**src/rtl/rgb_led_sequencer.sv**
```systemverilog
// rgb_led_sequencer
//
// Drives the three PWM inputs and the enable of the SB_RGBA_DRV RGB LED
// driver. Colour commands arrive over a valid/ready handshake. Each command
// either jumps to a 24-bit target colour or fades linearly toward it one
// LSB per channel per step. It then holds for a programmed number of PWM
// periods and pulses done.
//
// Parameters:
//   PRESCALE      PWM counter advances once every PRESCALE+1 clocks
//   FADE_PERIODS  PWM periods per fade step (1..255)
//
// Ports:
//   hw_clk      in   oscillator clock, the only clock
//   rst_n       in   asynchronous active-low reset
//   cmd_valid   in   command present
//   cmd_ready   out  block can accept a command (registered)
//   cmd_color   in   target colour {R[23:16], G[15:8], B[7:0]}
//   cmd_fade    in   1 = fade to target, 0 = jump to target
//   cmd_hold    in   hold time in PWM periods
//   pwm_r/g/b   out  registered PWM to RGB0PWM / RGB1PWM / RGB2PWM
//   led_en      out  registered enable to RGBLEDEN and CURREN
//   busy        out  a command is in progress
//   done        out  one-cycle pulse when a command completes
module rgb_led_sequencer #(
  parameter int PRESCALE     = 47,
  parameter int FADE_PERIODS = 4
) (
  input  logic        hw_clk,
  input  logic        rst_n,
  input  logic        cmd_valid,
  output logic        cmd_ready,
  input  logic [23:0] cmd_color,
  input  logic        cmd_fade,
  input  logic [7:0]  cmd_hold,
  output logic        pwm_r,
  output logic        pwm_g,
  output logic        pwm_b,
  output logic        led_en,
  output logic        busy,
  output logic        done
);

  localparam int PW = (PRESCALE > 0) ? $clog2(PRESCALE + 1) : 1;
  localparam logic [PW-1:0] PRESC_LAST = PW'(PRESCALE);
  localparam logic [7:0]    STEP_LAST  = 8'(FADE_PERIODS - 1);

  typedef enum logic [1:0] {
    IDLE = 2'd0,
    FADE = 2'd1,
    HOLD = 2'd2
  } state_t;

  state_t        state;
  logic [PW-1:0] presc_cnt;
  logic [7:0]    pwm_cnt;
  logic          tick;
  logic          pstart;
  logic [23:0]   duty_cur;
  logic [23:0]   duty_act;
  logic [23:0]   duty_next;
  logic [23:0]   target;
  logic [7:0]    hold_len;
  logic [7:0]    hold_cnt;
  logic [7:0]    step_cnt;

  // Move one LSB toward the target; a channel already there stays put, so a
  // step can never overshoot or wrap.
  function automatic logic [7:0] step_toward(input logic [7:0] cur,
                                             input logic [7:0] tgt);
    if (cur < tgt)      return cur + 8'd1;
    else if (cur > tgt) return cur - 8'd1;
    else                return cur;
  endfunction

  assign tick   = (presc_cnt == PRESC_LAST);
  assign pstart = tick && (pwm_cnt == 8'd255);

  always_comb begin
    duty_next = {step_toward(duty_cur[23:16], target[23:16]),
                 step_toward(duty_cur[15:8],  target[15:8]),
                 step_toward(duty_cur[7:0],   target[7:0])};
  end

  // PWM timebase and output stage. duty_act only follows duty_cur at the
  // start of a PWM period so a colour change never produces a runt pulse.
  always_ff @(posedge hw_clk or negedge rst_n) begin
    if (!rst_n) begin
      presc_cnt <= '0;
      pwm_cnt   <= 8'd0;
      duty_act  <= 24'd0;
      pwm_r     <= 1'b0;
      pwm_g     <= 1'b0;
      pwm_b     <= 1'b0;
      led_en    <= 1'b0;
    end else begin
      presc_cnt <= tick ? '0 : presc_cnt + PW'(1);
      if (tick) pwm_cnt <= pwm_cnt + 8'd1;
      if (pstart) duty_act <= duty_cur;
      pwm_r  <= (pwm_cnt < duty_act[23:16]);
      pwm_g  <= (pwm_cnt < duty_act[15:8]);
      pwm_b  <= (pwm_cnt < duty_act[7:0]);
      led_en <= busy | (|duty_act);
    end
  end

  // Command FSM. cmd_ready comes up one edge after reset and again on the
  // edge that re-enters IDLE, so a waiting command is taken with no gap.
  // A pstart coinciding with the accept edge is seen while still in IDLE
  // and therefore never counts toward the new command.
  always_ff @(posedge hw_clk or negedge rst_n) begin
    if (!rst_n) begin
      state     <= IDLE;
      cmd_ready <= 1'b0;
      busy      <= 1'b0;
      done      <= 1'b0;
      duty_cur  <= 24'd0;
      target    <= 24'd0;
      hold_len  <= 8'd0;
      hold_cnt  <= 8'd0;
      step_cnt  <= 8'd0;
    end else begin
      done <= 1'b0;
      unique case (state)
        IDLE: begin
          if (!cmd_ready) begin
            cmd_ready <= 1'b1;
          end else if (cmd_valid) begin
            cmd_ready <= 1'b0;
            busy      <= 1'b1;
            target    <= cmd_color;
            hold_len  <= cmd_hold;
            if (!cmd_fade) begin
              duty_cur <= cmd_color;
              hold_cnt <= cmd_hold;
              state    <= HOLD;
            end else if (cmd_color == duty_cur) begin
              hold_cnt <= cmd_hold;
              state    <= HOLD;
            end else begin
              step_cnt <= 8'd0;
              state    <= FADE;
            end
          end
        end
        FADE: begin
          if (pstart) begin
            if (step_cnt == STEP_LAST) begin
              step_cnt <= 8'd0;
              duty_cur <= duty_next;
              if (duty_next == target) begin
                hold_cnt <= hold_len;
                state    <= HOLD;
              end
            end else begin
              step_cnt <= step_cnt + 8'd1;
            end
          end
        end
        HOLD: begin
          if (hold_cnt == 8'd0) begin
            state     <= IDLE;
            busy      <= 1'b0;
            done      <= 1'b1;
            cmd_ready <= 1'b1;
          end else if (pstart) begin
            hold_cnt <= hold_cnt - 8'd1;
          end
        end
        default: state <= IDLE;
      endcase
    end
  end

endmodule

```
**config.mk**
```make
export PLATFORM = sky130hd
export DESIGN_NAME = rgb_led_sequencer
export DESIGN_NICKNAME = d
export VERILOG_FILES = /design/src/rtl/rgb_led_sequencer.sv
export SDC_FILE = /design/constraint.sdc
export NUM_CORES = 1
export LEC_CHECK = 0
export BUFFER_PORTS_ARGS = -buffer_cell sky130_fd_sc_hd__buf_2
export CELL_PAD_IN_SITES_DETAIL_PLACEMENT = 2
export CELL_PAD_IN_SITES_GLOBAL_PLACEMENT = 2
export CORE_MARGIN = 1.5
export CORE_UTILIZATION = 40
export CTS_BUF_LIST = sky130_fd_sc_hd__clkbuf_8 sky130_fd_sc_hd__clkbuf_16
export CTS_CLUSTER_SIZE = 24
export DETAILED_ROUTE_END_ITERATION = 6
export GPL_TIMING_DRIVEN = 0
export PLACE_DENSITY_LB_ADDON = 0.2
export RECOVER_POWER = 25
export SLEW_MARGIN = 25
export SYNTH_ARGS = -nofsm -noshare
export SYNTH_HDL_FRONTEND = slang
export SYNTH_SLANG_ARGS = --single-unit
```
**constraint.sdc**
```tcl
create_clock -name hw_clk -period 4.25 [get_ports hw_clk]
set_input_delay 0.6375 -clock hw_clk [delete_from_list [all_inputs] [get_ports hw_clk]]
set_output_delay 0.6375 -clock hw_clk [all_outputs]
set_load 0.01 [all_outputs]
```
==> metrics.yaml, run 1 <==
outcome:
  outcome: "finished, violations left"
  violations: "capacitance limit, slew limit"
clock_tree:
  clkLatencyLatePin_ns: 0.43
  numCtsBuffers: 17
  h-tree-depth: 4
  hold_buffers: 0
  cts_root_buf: "clkbuf_16"
  clock_path_buffers: 2
  cts_tree: "done"
  clk_pin_slew_ns: 0.07
  cts_sinks: 119
setup_path:
  critPathMostFrequentCell: "o2111ai_1"
  max_stage_delay_ns: 0.50
  cp_cell_sequence: "ha_1, a21oi_1, a21boi_4, a31oi_1, a2111oi_4, o2111ai_1, a2111oi_2, o2111ai_1, nor4_4, o21ai_4, mux2_4"
  cp-end-kind: "flip-flop"
  worstRegToRegCells: 11
  cp-start-kind: "flip-flop"
  cp.required_ns: 4.56
  worstSetupPathType: "reg2reg"
  rrSetupSlack_ns: 0.18
  timing.critical_path.buf_inv: 0
  cp_slowest_cell: "dfrtp_2"
  cp_top_family: "compound AO/OA/AOI/OAI gates"
  worst-path-max-fanout: 8
  arrival_ns: 4.38
  r2r-end: "hold_cnt[6]"
  reg2reg_from: "duty_cur[23]"
  worstSetupPathDepth: 11
routing:
  drt-total-wl_mm: 29.06
  met1_length_mm: 12.82
  avgRoutedWirePerCell_um: 23.14
  met2_length_mm: 14.68
  viasPerCell: 5.909
  drcViolationCount: 0
  met3_length_um: 966
  top_layer_used: "met4"
  initialDrtViolationCount: 304
  drtAntennaViolNets: 0
  first_pass_iters: 4
  vias: 7422
floorplan:
  coreArea_um2: 20300
  die_area_um2: 21600
  io_pins: 43
  die_x_um: 147.0
  start_util: 0.4084
  die_y_um: 147.0
  num_rows: 52
power_and_ir_drop:
  p_leak_nw: 4.250
  power.switching_w: 0.003793
  p_comb_frac: 0.547
  power_frac_clock: 0.204
  power.share.switching: 0.4786
  p_per_area_nw_per_um2: 828.1
  p_seq_frac: 0.249
  intPower_w: 0.004131
  peakVddDrop_mv: 0.3499
synth:
  ys_async_sr_fraction: 1.000
  yosysSeqAreaShare: 0.3592
  synth-edff-count: 0
  ys.flop_type: "dfrtp_1"
  syn_area_um2: 8290
  synth_cell_types: 71
  synthDominantCellAreaShare: 0.3592
  synth_nets: 1006
  yosysTopAreaCell: "dfrtp_1"
  syn_avg_cell_area_um2: 9.110
  synth-seq-cells: 119
  syn_inst: 910
  synth_warnings: 0
  synth_area_leaders: "dfrtp_1 (36%), ha_1 (9.1%), mux2_2 (6.7%), o21ai_0 (4.0%), xor2_1 (3.8%)"
timing:
  setup_viol: 0
  max_freq_mhz: 245.7
  drv_slew: 58
  max-slew-margin-rel: -1.198
  skew_ns: 0.01688
  whs_ns: 0.4430
  fin_crit_ns: 4.070
  fin_crit_sh: 0.9576
  tightest_slew_ns: 3.297
  hold_viol: 0
  rsz0062_at_grt: "false"
placed_design:
  io_buffers: 42
  postPlaceCellArea_um2: 8876
  gp_congestion: 0.8382
  dp_hpwl_mm: 21.50
  placed_cells: 1223
grt:
  grt_max_degree: 63
  grtUsageTotal: 0.2782
  grt_pass1_wl_mm: 45.83
  gr-total-overflow: 0
  antenna_found_initial: 1
  grt_pass1_vias: 8078
cells_and_area:
  fillers: 2242
  drive_gt1_frac: 0.1543
  area_growth_pct: 15.41
  layout.cells.non_filler: 1256
  final_nets: 1068
  postLayoutCellArea_um2: 9568
  final_common_cell: "dfrtp_1"
  final_cell_mix: "dfrtp_1 (117), o21ai_0 (67), inv_1 (62)"
min_path:
  worst_hold_path_type: "in2reg"
  min_path_cells: 2
  hold_start: "cmd_hold[1]"
  min_to: "hold_len[1]"
run:
  cap_viol_max_count: 1
per-layer routing:
| metal | track usage | up-vias |
|---|---|---|
| li1 | - | 3431 |
| met1 | 0.3520 | 3822 |
| met2 | 0.4870 | 134 |
| met3 | 0.04099 | 35 |
| met4 | 0.09150 | 0 |
| met5 | 0 | - |
synth_stat cells (all sizes together) (10+ instances only):
cell    count
dfrtp     119
o21ai      70
inv        62
ha         60
nand2      58
a21oi      57
mux2       55
nor2       44
nand3      42
xor2       36
clkbuf     35
xnor2      25
o22ai      23
nand4      22
and3       19
nand2b     19
nor3       15
nor4       11
o211ai     11
nor2b      10
metrics by stage:
| step | util | setup slack, ns | TNS [ns] | power, W |
|---|---|---|---|---|
| 6_report | 0.4713 | 0.1803 | 0 | 0.007924 |
| 5_1_grt | 0.4712 | 0.02942 | 0 | 0.008451 |
| 4_1_cts | 0.4705 | 0.01256 | 0 | 0.007899 |
| 3_5_place_dp | 0.4373 | -0.5621 | -4.726 | 0.006146 |
| 3_3_place_gp | 0.4354 | -0.5285 | -4.390 | 0.005983 |
| 2_1_floorplan | - | 0.3003 | 0 | 0.004772 |
how the worst max path moves through the flow:
stage / start / to / slack [ns]
after floorplan: duty_cur[8] / hold_cnt[2] / 0.30
after global placement: duty_cur[8] / hold_cnt[3] / -0.53
after detailed placement: duty_cur[8] / hold_cnt[2] / -0.56
after CTS: duty_cur[15] / hold_cnt[6] / 0.01
after global routing: duty_cur[0] / hold_cnt[6] / 0.03
final: duty_cur[23] / hold_cnt[6] / 0.18
registers in the layout, summed over array words and instances, names as in the netlist:
name and count:
cmd_ready 1, target 24, hold_len 8, done 1
led_en 1, busy 1, pwm_r 1, pwm_cnt 8
step_cnt 8, duty_cur 24, hold_cnt 8, pwm_b 1
pwm_g 1, presc_cnt 6, duty_act 24, state 2
final cells by class:
class                   count  area (µm²)  share of cell area
diodes                      1       2.502           0.0002615
well taps                 270       337.8             0.03531
inverters                  62       232.7             0.02432
plain buffers              39       147.6             0.01543
clock inverters            15       215.2             0.02249
clock buffers              17       425.4             0.04446
flip-flops and latches    119        2980              0.3115
multi-input cells         688        4975              0.5199
repair buffers             45       251.5             0.02628
cell families after synthesis:
family / share of synthesized area
adder cells (fa/ha/maj): 0.09055
AND/OR/NAND/NOR: 0.1692
buffers and inverters: 0.04663
XOR/XNOR: 0.06444
multiplexers: 0.08829
flip-flops: 0.3592
AO/OA/AOI/OAI: 0.1817
power by group through the flow:
stage / Sequential (W) / Clock (W) / Combinational, W
2_1_floorplan: 0.00180 / 0 / 0.00297
3_3_place_gp: 0.00193 / 0 / 0.00405
3_5_place_dp: 0.00195 / 0 / 0.00419
4_1_cts: 0.00195 / 0.00164 / 0.00431
5_1_grt: 0.00202 / 0.00169 / 0.00474
6_report: 0.00197 / 0.00161 / 0.00433
repair_timing:
| item | in CTS | in global routing |
|---|---|---|
| setup buffers | 0 | 2 |
| setup endpoints to repair | 10 | 10 |
| pin swaps | 1 | 2 |
| hold endpoints to repair | 0 | 0 |
| gates resized for setup | 7 | 5 |
Note: power is estimated with default switching activity, not from simulation.
==> inputs of run 2 (changes only) <==
Settings changed: PLACE_DENSITY from default to 0.8, PLACE_DENSITY_LB_ADDON 0.2 to default.
==> run 2 against run 1 <==
Compared with the run above: the run still ends with capacitance limit, slew limit left; non-clock buffer count up 6; worst setup slack worse by 0.014 ns; first-iteration DRC count up 54%; sequential cell count unchanged; routed wire length up 3.7%; sequential share of layout area about the same; sequential power about the same; power up 0.83%; core utilization up 0.099 points; design area up 0.21%; critical endpoint unchanged.
==> metrics.yaml, run 2 (synthesis results as in run 1) <==
placed_design:
  dp_hpwl_mm: 21.26  # was 21.50 mm
  gp_congestion: 0.8592  # was 0.8382
  placed_cells: 1223  # unchanged
  postPlaceCellArea_um2: 8876  # unchanged
  dp_slack_ns: -0.6727  # was -0.5621 ns
  io_buffers: 42  # unchanged
power_and_ir_drop:
  power.total_w: 0.007989  # was 0.007924 W
  peakVddDrop_mv: 0.4135  # was 0.3499 mV
  p_per_area_nw_per_um2: 833.3  # was 828.1 nW/µm²
  p_leak_nw: 4.258  # was 4.250 nW
timing:
  hold_viol: 0  # unchanged
  max_freq_mhz: 244.9  # was 245.7 MHz
  fin_crit_ns: 4.084  # was 4.070 ns
  skew_ns: 0.01186  # was 0.01688 ns
  finalSetupTns_ns: 0  # unchanged
  setup_viol: 0  # unchanged
  tightest_slew_ns: 2.054  # was 3.297 ns
  fin_crit_sh: 0.9609  # was 0.9576
  max-slew-margin-rel: -0.3694  # was -1.198
  setup_slack_ns: 0.1660  # was 0.1803 ns
  drv_slew: 32  # was 58
setup_path:
  endpoint: "hold_cnt[6]"  # unchanged
  reg2reg_from: "duty_cur[16]"  # was duty_cur[23]
  arrival_ns: 4.40  # was 4.38 ns
  rrSetupSlack_ns: 0.17  # was 0.18 ns
  max_stage_delay_ns: 0.41  # was 0.50 ns
  worst-path-max-fanout: 9  # was 8
  critPathMostFrequentCell: "o2111ai_1"  # unchanged
  worstSetupPathDepth: 14  # was 11
  cp-end-kind: "flip-flop"  # unchanged
  timing.critical_path.buf_inv: 3  # was 0
  startpoint: "duty_cur[16]"  # was duty_cur[23]
  cp_slowest_cell: "a2111oi_4"  # was dfrtp_2
  worstRegToRegCells: 14  # was 11
  cp_top_family: "compound AO/OA/AOI/OAI gates"  # unchanged
  cp-start-kind: "flip-flop"  # unchanged
  r2r-end: "hold_cnt[6]"  # unchanged
  cp.required_ns: 4.56  # about the same
  worstSetupPathType: "reg2reg"  # unchanged
  cp_cell_sequence: "clkbuf_1, inv_1, ha_1, and4_1, nand2_1, a31oi_1, a2111oi_4, o2111ai_1, a2111oi_2, o2111ai_1, nor4_4, buf_4, o21ai_4, mux2_4"  # was ha_1, a21oi_1, a21boi_4, a31oi_1, a2111oi_4, o2111ai_1, a2111oi_2, o2111ai_1, nor4_4, o21ai_4, mux2_4
routing:
  vias: 7523  # was 7,422
  initialDrtViolationCount: 469  # was 304
  drt-total-wl_mm: 30.15  # was 29.06 mm
  viasPerCell: 5.966  # was 5.909
  drtAntennaViolNets: 0  # unchanged
  avgRoutedWirePerCell_um: 23.91  # was 23.14 µm
  drcViolationCount: 0  # unchanged
  first_pass_iters: 5  # was 4
grt:
  antenna_found_initial: 0  # was 1
  grtUsageTotal: 0.2880  # was 0.2782
  grt_pass1_wl_mm: 47.42  # was 45.83 mm
  gr-total-overflow: 0  # unchanged
  grt_pass1_vias: 8321  # was 8,078
  grt_max_degree: 89  # was 63
clock_tree:
  numCtsBuffers: 17  # unchanged
  clk_pin_slew_ns: 0.07  # about the same
  clkLatencyLatePin_ns: 0.44  # was 0.43 ns
  h-tree-depth: 4  # unchanged
  cts_tree: "done"  # unchanged
  cts_sinks: 119  # unchanged
  cts_root_buf: "clkbuf_16"  # unchanged
  clock_path_buffers: 2  # unchanged
cells_and_area:
  diodes: 0  # was 1
  drive_gt1_frac: 0.1615  # was 0.1543
  layout.cells.non_filler: 1261  # was 1,256
  multi_input_area_um2: 4975  # unchanged
  area_growth_pct: 15.65  # was 15.41%
  postLayoutCellArea_um2: 9588  # was 9568 µm²
  final_nets: 1074  # was 1,068
  final_common_cell: "dfrtp_1"  # unchanged
  reg_top3: "duty_act x24, duty_cur x24, target x24"  # unchanged
  register_area_um2: 2983  # was 2980 µm²
  final_cell_mix: "dfrtp_1 (115), o21ai_0 (67), inv_1 (61)"  # was dfrtp_1 (117), o21ai_0 (67), inv_1 (62)
  fillers: 2232  # was 2,242
floorplan:
  die_area_um2: 21600  # unchanged
  start_util: 0.4084  # unchanged
  coreArea_um2: 20300  # unchanged
  die_y_um: 147.0  # unchanged
  die_x_um: 147.0  # unchanged
  io_pins: 43  # unchanged
  num_rows: 52  # unchanged
run:
  cap_viol_max_count: 1  # unchanged
outcome:
  outcome: "finished, violations left"  # unchanged
  violations: "capacitance limit, slew limit"  # unchanged
min_path:
  worst_hold_path_type: "in2reg"  # unchanged
[run 2: cell types whose count changed in the layout (fill, tap and decap cells not counted), moves of 2 or more]
cell,delta
dfrtp_1,-2
buf_4,+6
dfrtp_2,+2
clkinv_4,-2
[run 2: worst register-to-register path, delay by kind of cell (launching register included)]
kind                       cells  cell delay [ns]
AOI/OAI and AO/OA              6             1.52
buffers and inverters          3             0.76
and+or+nand+nor                3             0.64
muxes                          1             0.34
DFF                            1             0.37
adders and majority gates      1             0.34
[run 2: power by group]
group,total [W],internal (W),switching [W]
sequential,0.00198,0.00151,0.000470
combinational,0.00445,0.00166,0.00279
clock,0.00156,0.000938,0.000621
total,0.00799,0.00411,0.00388
[run 2: final cells by class]
cell class / instances / area share
inverter: 62 / 0.02427
timing repair buffer: 51 / 0.03093
sequential: 119 / 0.3111
buffer: 39 / 0.01527
clock buffer: 17 / 0.04437
clock inverter: 15 / 0.01997
tap: 270 / 0.03523
multi-input combinational: 688 / 0.5189
[run 2: timing repair]
action	CTS	global route
endpoints found under the hold margin	0	0
hold buffers	0	0
gates resized for setup	6	7
pin swaps	1	3
setup endpoints to repair	10	10
gates cloned	0	0
buffers inserted	0	8
[run 2: worst min-delay path by stage]
| stage | depth (start not counted) | startpoint | to | slack [ns] |
|---|---|---|---|---|
| 2_1_floorplan | 0 | rst_n | busy | 0.34 |
| 3_3_place_gp | 2 | duty_act[9] | duty_act[9] | 0.47 |
| 3_5_place_dp | 2 | duty_act[9] | duty_act[9] | 0.49 |
| 4_1_cts | 1 | rst_n | target[18] | 0.06 |
| 5_1_grt | 2 | cmd_hold[4] | hold_len[4] | 0.45 |
| 6_report | 2 | cmd_hold[0] | hold_len[0] | 0.45 |
[run 2: per-stage QoR]
| step | hold WS (ns) | util |
|---|---|---|
| 2_1_floorplan | 0.3419 | - |
| 3_3_place_gp | 0.4697 | 0.4354 |
| 3_5_place_dp | 0.4912 | 0.4373 |
| 4_1_cts | 0.06121 | 0.4691 |
| 5_1_grt | 0.4498 | 0.4723 |
| 6_report | 0.4464 | 0.4723 |
[run 2: per-layer routing]
metal	vias up	wire length [µm]	GRT usage
li1	3441	-	-
met1	3896	13670	0.3787
met2	146	14860	0.4844
met3	40	1062	0.05000
met4	0	553	0.08800
met5	-	0	0
==> inputs of run 3 (changes only) <==
Settings changed: PLACE_DENSITY 0.8 to default, PLACE_DENSITY_LB_ADDON from default to 0.1.
==> run 3 against run 2 <==
Compared with the run above: first-iteration DRC count is 31% lower; critical path depth down 3; non-clock buffer count decreased by 1; count of clock-buffer cells in the layout grew 1; clock power fell by 6%; the run still ends with capacitance limit, slew limit left; highest routed layer unchanged.
==> metrics.yaml, run 3 (synthesis results as in run 1) <==
timing:
  max_freq_mhz: 240.3  # was 244.9 MHz
  fin_crit_ns: 4.161  # was 4.084 ns
  hold_viol: 0  # unchanged
  skew_ns: 0.01369  # was 0.01186 ns
  setup_slack_ns: 0.08902  # was 0.1660 ns
  drv_slew: 39  # was 32
  finalSetupTns_ns: 0  # unchanged
  max-slew-margin-rel: -0.5939  # was -0.3694
  fin_crit_sh: 0.9791  # was 0.9609
  whs_ns: 0.4412  # was 0.4464 ns
  tightest_slew_ns: 2.391  # was 2.054 ns
  setup_viol: 0  # unchanged
clock_tree:
  cts_sinks: 119  # unchanged
  clkLatencyLatePin_ns: 0.43  # was 0.44 ns
  numCtsBuffers: 17  # unchanged
  h-tree-depth: 4  # unchanged
  cts_root_buf: "clkbuf_16"  # unchanged
  hold_buffers: 0  # unchanged
  clk_pin_slew_ns: 0.07  # about the same
  cts_tree: "done"  # unchanged
  clock_path_buffers: 2  # unchanged
routing:
  vias: 7352  # was 7,523
  first_pass_iters: 5  # unchanged
  avgRoutedWirePerCell_um: 23.17  # was 23.91 µm
  drt-total-wl_mm: 29.19  # was 30.15 mm
  drcViolationCount: 0  # unchanged
  viasPerCell: 5.835  # was 5.966
  drtAntennaViolNets: 0  # unchanged
  initialDrtViolationCount: 325  # was 469
grt:
  antenna_found_initial: 0  # unchanged
  grt_pass1_vias: 8035  # was 8,321
  grtUsageMet1: 0.3613  # was 0.3787
  use_met2: 0.4797  # was 0.4844
  grtUsageTotal: 0.2807  # was 0.2880
  met3_usage: 0.04193  # was 0.05000
  grt_pass1_wl_mm: 46.13  # was 47.42 mm
  gr-total-overflow: 0  # unchanged
  grt_max_degree: 82  # was 89
  globalRoute.busiestLayer: "met2"  # unchanged
setup_path:
  cp.required_ns: 4.56  # about the same
  cp_cell_sequence: "ha_1, nor2b_1, o211ai_1, a21oi_1, nor2_1, o311ai_0, xnor2_1, nand4_1, nor4_4, o21ai_4, mux2_4"  # was clkbuf_1, inv_1, ha_1, and4_1, nand2_1, a31oi_1, a2111oi_4, o2111ai_1, a2111oi_2, o2111ai_1, nor4_4, buf_4, o21ai_4, mux2_4
  worst-path-max-fanout: 8  # was 9
  worstSetupPathType: "reg2reg"  # unchanged
  max_stage_delay_ns: 0.74  # was 0.41 ns
  cp-end-kind: "flip-flop"  # unchanged
  arrival_ns: 4.47  # was 4.40 ns
  cp-start-kind: "flip-flop"  # unchanged
  cp_slowest_cell: "o311ai_0"  # was a2111oi_4
power_and_ir_drop:
  peakVddDrop_mv: 0.4343  # was 0.4135 mV
  power.total_w: 0.007865  # was 0.007989 W
  p_leak_nw: 4.245  # was 4.258 nW
  p_per_area_nw_per_um2: 821.7  # was 833.3 nW/µm²
placed_design:
  gp_congestion: 0.8256  # was 0.8592
  dp_hpwl_mm: 21.64  # was 21.26 mm
  dp_slack_ns: -0.6114  # was -0.6727 ns
  io_buffers: 42  # unchanged
floorplan:
  coreArea_um2: 20300  # unchanged
  die_area_um2: 21600  # unchanged
  io_pins: 43  # unchanged
  die_y_um: 147.0  # unchanged
  num_rows: 52  # unchanged
  die_x_um: 147.0  # unchanged
  start_util: 0.4084  # unchanged
run:
  cap_viol_max_count: 1  # unchanged
min_path:
  worst_hold_path_type: "in2reg"  # unchanged
outcome:
  violations: "capacitance limit, slew limit"  # unchanged
  outcome: "finished, violations left"  # unchanged
cells_and_area:
  final_common_cell: "dfrtp_1"  # unchanged
  diodes: 0  # unchanged
  reg_top3: "duty_act x24, duty_cur x24, target x24"  # unchanged
  final_cell_mix: "dfrtp_1 (116), o21ai_0 (67), inv_1 (62)"  # was dfrtp_1 (115), o21ai_0 (67), inv_1 (61)
  drive_gt1_frac: 0.1636  # was 0.1615
  area_growth_pct: 15.45  # was 15.65%
  final_util: 0.4715  # was 0.4723
  final_nets: 1073  # was 1,074
[run 3: cell count changes in the layout (fill, tap and decap cells not counted), sizes merged]
cell,before,now
inv,69,64
clkinv,4,7
clkinvlp,1,3
bufinv,3,2
[run 3: final timing paths]
path	endpoint	slack (ns)	from	cells past startpoint
max in group asynchronous	target[13]	1.77	rst_n	1
min in group asynchronous	pwm_r	0.93	rst_n	1
min	hold_len[1]	0.44	cmd_hold[1]	2
max	hold_cnt[7]	0.09	duty_cur[9]	11
max reg2reg	hold_cnt[7]	0.09	duty_cur[9]	11
min reg2reg	duty_act[11]	0.51	duty_act[11]	1
[run 3: area by class of cell]
cell class              instances  area [µm²]
multi-input cells             688        4991
inverters                      62       232.7
plain buffers                  38       142.6
flip-flops and latches        119        2982
clock buffers                  18       439.2
well taps                     270       337.8
clock inverters                14       150.1
fillers                      2251       10730
repair buffers                 51       296.5
[run 3: report_power, final]
group          total (W)  leakage [nW]  switching [W]  internal (W)
combinational    0.00442          2.46        0.00274       0.00168
clock            0.00147         0.283       0.000588      0.000881
sequential       0.00198          1.51       0.000469       0.00151
total            0.00787          4.25        0.00380       0.00407
[run 3: routing by layer]
layer / up-vias / wire length (µm)
li1: 3457 / -
met1: 3723 / 13270
met2: 126 / 14320
met3: 46 / 843
met4: 0 / 756
met5: - / 0
[run 3: what timing repair did]
| item | in CTS | in global routing |
|---|---|---|
| pin swaps | 2 | 4 |
| resized for setup | 6 | 9 |
| setup endpoints to repair | 10 | 10 |
| setup buffers | 0 | 8 |
[run 3: critical path: cells and delay by family, from the launching register on]
kind | cells | cell delay (ns)
compound gates | 4 | 1.61
simple gates | 4 | 0.93
flops | 1 | 0.51
fa+ha+maj | 1 | 0.38
mux | 1 | 0.33
xor+xnor | 1 | 0.28
[run 3: through the flow]
step / area [µm²] / instances
after CTS: 9498 / 1254
final: 9572 / 1260
after floorplan: 8290 / 910
after global placement: 8838 / 1222
after global routing: 9572 / 1260
after detailed placement: 8876 / 1223
